`src/rtl/cpu_pkg.sv`:
```
// rtl/cpu_pkg.sv - shared CPU register-file types and constants
package cpu_pkg;

  localparam int REG_ADDR_W = 5;
  localparam int REG_DATA_W = 32;
  localparam int REG_NUM    = 2 ** REG_ADDR_W;

  localparam logic [REG_ADDR_W-1:0] ZERO_REG = 5'd0;

  typedef logic [REG_ADDR_W-1:0] reg_addr_t;
  typedef logic [REG_DATA_W-1:0] reg_data_t;

  // True when an address names the hardwired zero register.
  function automatic logic is_zero_reg(input reg_addr_t addr);
    return addr == ZERO_REG;
  endfunction

endpackage

```
`src/rtl/reg_file_2r1w_if.sv`:
```
// rtl/reg_file_2r1w_if.sv - register file write/read port bundle
interface reg_file_2r1w_if #(
  parameter int DATA_W = 32,
  parameter int ADDR_W = 5
);

  logic              we;
  logic [ADDR_W-1:0] waddr;
  logic [DATA_W-1:0] wdata;
  logic [ADDR_W-1:0] raddr_a;
  logic [ADDR_W-1:0] raddr_b;
  logic [DATA_W-1:0] rdata_a;
  logic [DATA_W-1:0] rdata_b;
  logic              wr_zero_err;

  modport master (
    output we, waddr, wdata, raddr_a, raddr_b,
    input  rdata_a, rdata_b, wr_zero_err
  );

  modport slave (
    input  we, waddr, wdata, raddr_a, raddr_b,
    output rdata_a, rdata_b, wr_zero_err
  );

endinterface

```
`src/rtl/reg_wr_decoder.sv`:
```
// rtl/reg_wr_decoder.sv - one-hot write-enable decode, register 0 never enabled
module reg_wr_decoder #(
  parameter int ADDR_W = 5
) (
  input  logic                 i_we,
  input  logic [ADDR_W-1:0]    i_waddr,
  output logic [2**ADDR_W-1:0] o_we_onehot
);

  always_comb begin
    o_we_onehot = '0;
    if (i_we && (i_waddr != '0)) begin
      o_we_onehot[i_waddr] = 1'b1;
    end
  end

endmodule

```
`src/rtl/reg_file_2r1w.sv`:
```
// rtl/reg_file_2r1w.sv - 32x32 register file, 2 combinational reads, 1 write
// Optional same-cycle write-to-read forwarding under RF_WRITE_BYPASS_EN.
module reg_file_2r1w
  import cpu_pkg::*;
#(
  parameter int DATA_W = REG_DATA_W,
  parameter int ADDR_W = REG_ADDR_W
) (
  input  logic                clk,
  input  logic                rst_n,
  reg_file_2r1w_if.slave      bus
);

  localparam int NUM = 2 ** ADDR_W;

  logic [DATA_W-1:0] r_regs [NUM];
  logic              r_wr_zero_err;
  logic [NUM-1:0]    w_we_onehot;
  logic [DATA_W-1:0] w_rd_a_store;
  logic [DATA_W-1:0] w_rd_b_store;
  logic              w_zero_write;

  reg_wr_decoder #(
    .ADDR_W (ADDR_W)
  ) u_wr_decoder (
    .i_we        (bus.we),
    .i_waddr     (bus.waddr),
    .o_we_onehot (w_we_onehot)
  );

  // Reset wins over a coincident write; entry 0 is only ever cleared.
  always_ff @(posedge clk) begin
    if (!rst_n) begin
      for (int i = 0; i < NUM; i++) begin
        r_regs[i] <= '0;
      end
    end else begin
      for (int i = 0; i < NUM; i++) begin
        if (w_we_onehot[i]) begin
          r_regs[i] <= bus.wdata;
        end
      end
    end
  end

  assign w_zero_write = bus.we && (bus.waddr == ADDR_W'(ZERO_REG));

  always_ff @(posedge clk) begin
    if (!rst_n) begin
      r_wr_zero_err <= 1'b0;
    end else begin
      r_wr_zero_err <= w_zero_write;
    end
  end

  assign w_rd_a_store = (bus.raddr_a == '0) ? '0 : r_regs[bus.raddr_a];
  assign w_rd_b_store = (bus.raddr_b == '0) ? '0 : r_regs[bus.raddr_b];

`ifdef RF_WRITE_BYPASS_EN
  logic w_fwd_a;
  logic w_fwd_b;

  assign w_fwd_a = bus.we && (bus.waddr != '0) && (bus.raddr_a == bus.waddr);
  assign w_fwd_b = bus.we && (bus.waddr != '0) && (bus.raddr_b == bus.waddr);

  assign bus.rdata_a = w_fwd_a ? bus.wdata : w_rd_a_store;
  assign bus.rdata_b = w_fwd_b ? bus.wdata : w_rd_b_store;
`else
  assign bus.rdata_a = w_rd_a_store;
  assign bus.rdata_b = w_rd_b_store;
`endif

  assign bus.wr_zero_err = r_wr_zero_err;

endmodule
```
`src/flat_wrapper.sv`:
```
// flat-port wrapper written by rule: the top's interface ports become plain ports
module reg_file_2r1w_flat import cpu_pkg::*;
#(
  parameter int DATA_W = REG_DATA_W,
  parameter int ADDR_W = REG_ADDR_W
)
  (clk, rst_n, bus_we, bus_waddr, bus_wdata, bus_raddr_a, bus_raddr_b, bus_rdata_a, bus_rdata_b, bus_wr_zero_err);
  reg_file_2r1w_if #(.DATA_W(DATA_W), .ADDR_W(ADDR_W)) bus_i ();
  input  logic clk;
  input  logic rst_n;
  input wire logic [$bits(bus_i.we)-1:0] bus_we;
  input wire logic [$bits(bus_i.waddr)-1:0] bus_waddr;
  input wire logic [$bits(bus_i.wdata)-1:0] bus_wdata;
  input wire logic [$bits(bus_i.raddr_a)-1:0] bus_raddr_a;
  input wire logic [$bits(bus_i.raddr_b)-1:0] bus_raddr_b;
  output wire logic [$bits(bus_i.rdata_a)-1:0] bus_rdata_a;
  output wire logic [$bits(bus_i.rdata_b)-1:0] bus_rdata_b;
  output wire logic [$bits(bus_i.wr_zero_err)-1:0] bus_wr_zero_err;
  assign bus_i.we = bus_we;
  assign bus_i.waddr = bus_waddr;
  assign bus_i.wdata = bus_wdata;
  assign bus_i.raddr_a = bus_raddr_a;
  assign bus_i.raddr_b = bus_raddr_b;
  assign bus_rdata_a = bus_i.rdata_a;
  assign bus_rdata_b = bus_i.rdata_b;
  assign bus_wr_zero_err = bus_i.wr_zero_err;
  reg_file_2r1w #(.DATA_W(DATA_W), .ADDR_W(ADDR_W)) u_core (.clk(clk), .rst_n(rst_n), .bus(bus_i));
endmodule
```
`config.mk`:
```
export PLATFORM = sky130hd
export DESIGN_NAME = reg_file_2r1w_flat
export DESIGN_NICKNAME = d
export VERILOG_FILES = /design/src/rtl/cpu_pkg.sv /design/src/rtl/reg_file_2r1w_if.sv /design/src/rtl/reg_wr_decoder.sv /design/src/rtl/reg_file_2r1w.sv /design/src/flat_wrapper.sv
export SDC_FILE = /design/constraint.sdc
export NUM_CORES = 1
export LEC_CHECK = 0
export CORE_MARGIN = 5
export CORE_UTILIZATION = 30
export CTS_CLUSTER_SIZE = 8
export DETAILED_ROUTE_END_ITERATION = 10
export MAX_ROUTING_LAYER = met4
export PLACE_DENSITY_LB_ADDON = 0.25
export SYNTH_ARGS = -nofsm -noshare
export SYNTH_HDL_FRONTEND = slang
export SYNTH_HIERARCHICAL = 1
export SYNTH_SLANG_ARGS = --single-unit
```
`constraint.sdc`:
```
create_clock -name clk -period 3 [get_ports clk]
set_input_delay 0.75 -clock clk [delete_from_list [all_inputs] [get_ports clk]]
set_output_delay 0.75 -clock clk [all_outputs]
set_load 0.02 [all_outputs]
```
== Word level (Yosys, flattened, before mapping) ==
Memories as Yosys holds them, arrays and structs flattened.
Index checks and enable logic that the tools add are counted.
Operators by class
  order comparisons: 2
  mux-type cells: 134
  bitwise gates (word level): 32
  reductions and logical operators: 7
Operators with widths (count)
  $mux W32: 35
  $mux W1: 98
  $or A1 B1 Y1: 32
  $logic_not A5 Y1: 3
  $lt A5 B6 Y1 const B: 1
  $demux W1 S5: 1
  $ge A5 B1 Y1 const B: 1
  $reduce_bool A5 Y1: 1
  $logic_and A1 B1 Y1: 3
Storage, ports and cells
  register bits: 1
  memory bits (writable): 1024
  input port bits: 50
  output and inout bits: 65
  word-level logic and storage cells: 177
  memories kept: 1
Memory list
  u_core.r_regs: words 32, width 32, rd ports 2, clocked after memory_dff 0, write ports 32, RTL line reg_file_2r1w.sv:16  | logic [DATA_W-1:0] r_regs [NUM];

== Longest topological paths before layout ==
  depth in word-level cells: 9
  gate-level depth with buffers: 8
  gate-level depth less buffers: 4

== By module ==
The synthesis kept the hierarchy.
By module, submodules not included
  reg_file_2r1w: instances 1, cells an instance 3329, area an instance 52155.0 µm², sequential area each 30769.5 µm²
  reg_wr_decoder: instances 1, cells an instance 48, area an instance 237.7 µm², sequential area each 0.0 µm²

== Least setup slack after synthesis ==
Ideal clock, no wire load.
  path kind: input -> output
  start point: input bus_raddr_a[1]
  end point: output bus_rdata_a[28]
  data arrival time: 2.381 ns
  required time: 2.250 ns
  path slack: -0.131 ns
  stages: 7
  path buffers: 3
  cell sequence: buf_4 > buf_6 > nor2b_1 > buf_2 > a221oi_1 > o21ai_0 > a311oi_1
Between the ends
  word-level cells in the longest chain between the ends: 2
  elaborated cells on any way between the ends: 3
  classes of those cells: mux (1); reduce/logical (1); memory (1)
Ends and longest elaborated chain
  start, declared: RTL line flat_wrapper.sv:14  | input wire logic [$bits(bus_i.raddr_a)-1:0] bus_raddr_a;
  $mem_v2 Z32 W32 or $logic_not A5 Y1 (tied branches)
  $mux W32 (*): RTL line reg_file_2r1w.sv:56  | assign w_rd_a_store = (bus.raddr_a == '0) ? '0 : r_regs[bus.raddr_a];
  end, declared: RTL line flat_wrapper.sv:16  | output wire logic [$bits(bus_i.rdata_a)-1:0] bus_rdata_a;
Every way passes the cells marked *; elsewhere a longest branch is shown, timed or not.

== Worst setup path after layout ==
  start point: input bus_raddr_b[1]
  end point: output bus_rdata_b[16]
Between the ends
  word-level cells in the longest chain between the ends: 2
  elaborated cells on any way between the ends: 3
  classes of those cells: mux (1); reduce/logical (1); memory (1)
Ends and longest elaborated chain
  start, declared: RTL line flat_wrapper.sv:15  | input wire logic [$bits(bus_i.raddr_b)-1:0] bus_raddr_b;
  $mem_v2 Z32 W32 or $logic_not A5 Y1 (tied branches)
  $mux W32 (*): RTL line reg_file_2r1w.sv:57  | assign w_rd_b_store = (bus.raddr_b == '0) ? '0 : r_regs[bus.raddr_b];
  end, declared: RTL line flat_wrapper.sv:17  | output wire logic [$bits(bus_i.rdata_b)-1:0] bus_rdata_b;
Marks and branches as above.

==> results by group <==
CTS
  – CTS Sinks: a little over 1000
  – H-tree depth: 4
  – CTS tree: yes
  – Clock Root Buffer: clkbuf_16
  – Reg clk slew, reported paths: 0.05 ns
  – Hold Buf Count CTS: 0
  – Num CTS Buffers: 147
  – Clock Tree Buf Depth: 3

Hold path
  – Hold WC Path Type: in2reg
  – Hold depth: 2
  – Hold_sp: rst_n

Synthesis
  – Synth Instances: around 3400
  – Yosys reg bits: slightly above 1000
  – Synth Flop Type: edfxtp_1
  – Async SR Flop Fraction: 0
  – Number of synthesized flops with an enable pin: 1024
  – Yosys warns: 6
  – Seq/Total Area, Yosys: 0.5873
  – Cell variety after synth: 42
  – Syn avg cell area: between 15 and 20 sq um
  – Net Count, Synth: 3427
  – Synth Cell Area: 52390 sq um

STA
  – Worst setup margin: -0.4190 ns
  – Slew Viols, Final: 0
  – Sum Neg Setup Slack: -20.88 ns
  – Final hold violation count: 0
  – Rel. slew slack: 0.5193
  – Period minus WS final: 3.419 ns
  – Fin crit share: 1.140
  – RSZ-0062 raised after global routing: true
  – Least-Margin Pin Slew: 0.7210 ns
  – Final number of setup-violating endpoints: 64
  – Max frequency: 292.5 MHz

Pwr
  – Clock network power share: 0.386
  – Logic pwr share: 0.176
  – Leak: 27.04 nW
  – P_sw: 10.71 mW
  – Part of the power in registers: 0.438
  – Pint: 28.97 mW
  – VDD IR max: 401.9 uV
  – Total chip power: 39.68 mW
  – Power per cell area: 560.1 nW/um^2
  – Switching Fraction: 0.2699

GRT
  – Initial antenna violation count: 19
  – Vias in the first global route: 37520
  – First-pass GRT wire length: between 300000 and 400000 microns
  – Total grt overflow: 0
  – Largest net degree at the start of global routing: 63
  – Gr usage total: 0.2451

Layout
  – Post-route cell area: about 70000 sq um
  – Area Growth Syn to Fin: 35.23%
  – Layout Cells excl Fill: approximately 6300
  – Layout cell share with drive strength beyond 1: 0.4226
  – Fin nets: 4001

Die
  – Core Rows: about 150
  – Die Wd: between 400 and 500 microns
  – Initial core utilization: 0.3014
  – Chip Height: ~430 microns
  – Number of I/O pins: ~120
  – Core area: 173800 sq um
  – Die ar.: 183100 sq um

Placed design
  – Placed cells: 5957
  – Routability congestion estimate: 0.8778
  – DP HPWL: 144000 microns
  – Port-buffer cells: 114
  – Placed inst area: about 61000 sq um

Critical path
  – Arrival @ worst endpoint: between 2 and 3 ns
  – Crit. End Element: output pin
  – Worst path cell trace: buf_12 > buf_6 > or3b_4 > buf_12 > buf_16 > o221ai_1 > a221oi_2 > buf_4 > a211oi_4 > buf_6
  – Top Family by Delay on Critical Path: buffers and inverters
  – Worst Setup SP: bus_raddr_b[1]
  – CP Class: in2out
  – CP startpoint kind: input port
  – WP data required: approximately 2.3 ns
  – Critical Path Stages: 10
  – Buf+Inv Stages, Crit Path: 6
  – Slowest-stage cell, CP: or3b_4
  – Critical Path Fanout Max: 8
  – Max incr delay on CP: 0.40 ns

Drt
  – WL final: 226900 microns
  – Detailed Routing Iterations Pass 1: 6
  – Routed via count: between 30000 and 40000
  – Initial drt markers: 4774
  – Post-DR wirelength/cell: 35.90 microns
  – Antenna Nets Post-Route: 0
  – Vias per cell: approximately 6
  – DRC viols: 0

Run status
  – Status: finished with violations
  – Failing checks: negative setup slack

Job
  – Max-cap violations: 0
layer usage:
layer  track usage  share of wire  vias to the layer above
met3       0.04053          0.079                      463
met2        0.3919           0.48                     2074
met1        0.3099           0.39                    19990
met4        0.1042          0.044                        0
li1              -              -                    15040
met5             -              0                        -
metrics by stage:
stage	utilization	hold WS, ns	worst slack, ns
2_1_floorplan	-	0.9684	0.02063
3_3_place_gp	0.3504	1.286	-0.9500
3_5_place_dp	0.3504	1.289	-0.9872
4_1_cts	0.3982	0.4250	-0.4228
5_1_grt	0.4075	0.4610	-0.4513
6_report	0.4076	0.4681	-0.4190
cell type report:
type	count	area, sq um
fillers	15810	103000
inverters	2	10.01
clock buffers	160	3749
repair buffers	802	10320
well taps	2325	2909
clock inverters	18	336.6
multi-input cells	1973	22720
flip-flops and latches	1025	30770
diodes	16	40.04
state kept, by name (all words and copies together) (netlist names):
signal,count
u_core/bus.wr_zero_err,1
u_core/r_regs,1024
cells by family after synthesis:
family | synth area share
DFF | 0.5873
and+or+nand+nor | 0.09815
muxes | 0.2262
buffers and inverters | 0.03468
AOI/OAI and AO/OA | 0.05361
other | 0.00007157
cell usage after synthesis (33+ instances only):
cell,n,area share
edfxtp_1,1024,0.59
and3_1,578,0.069
mux4_2,352,0.15
mux2i_1,320,0.061
clkbuf_1,251,0.018
nand2_1,101,0.0072
a211oi_1,64,0.0092
a22oi_1,64,0.0092
mux2_2,64,0.014
o221ai_1,64,0.011
buf_4,55,0.0079
buf_2,51,0.0049
o21ai_0,42,0.0040
a221oi_1,37,0.0062
nor2b_1,37,0.0044
nand2b_1,35,0.0042
nor2_1,35,0.0025
and2_1,33,0.0039
nand4_1,33,0.0039
path summary, 6_finish.rpt:
| check | slack, ns | end |
|---|---|---|
| worst max-delay path | -0.42 | bus_rdata_b[16] |
| worst min-delay path | 0.47 | u_core/bus.wr_zero_err |
repair_timing:
action                                  in CTS  in global routing
setup buffers                              112                 47
gates resized for setup                    559                161
cloned                                      28                 13
endpoints found under the setup margin      64                 64
pin swaps                                   86                 83
cells in the final DEF, fill, tap and decap left out, types with 30 or more instances in the layout:
cell type	Yosys	final
mux2_4	0	49
buf_16	0	51
clkbuf_16	0	161
nand4_1	33	33
o221ai_1	64	33
a22oi_1	64	34
a22oi_2	0	30
clkdlybuf4s50_1	0	39
and2_1	33	33
and3_1	578	577
buf_6	16	103
buf_12	0	180
nand2_1	101	97
mux4_2	352	352
buf_4	55	388
edfxtp_1	1024	1024
nand2b_2	0	33
mux2i_1	320	320
power groups by stage:
stage / Sequential [mW] / Clock [mW] / Combinational [mW]
floorplan: 17.4 / 0 / 2.98
global placement: 17.6 / 0 / 5.68
detailed placement: 17.6 / 0 / 5.68
CTS: 17.3 / 15.6 / 6.63
global route: 17.4 / 16.2 / 7.21
finish: 17.4 / 15.3 / 6.97
Power figures use the tool's default switching activity.
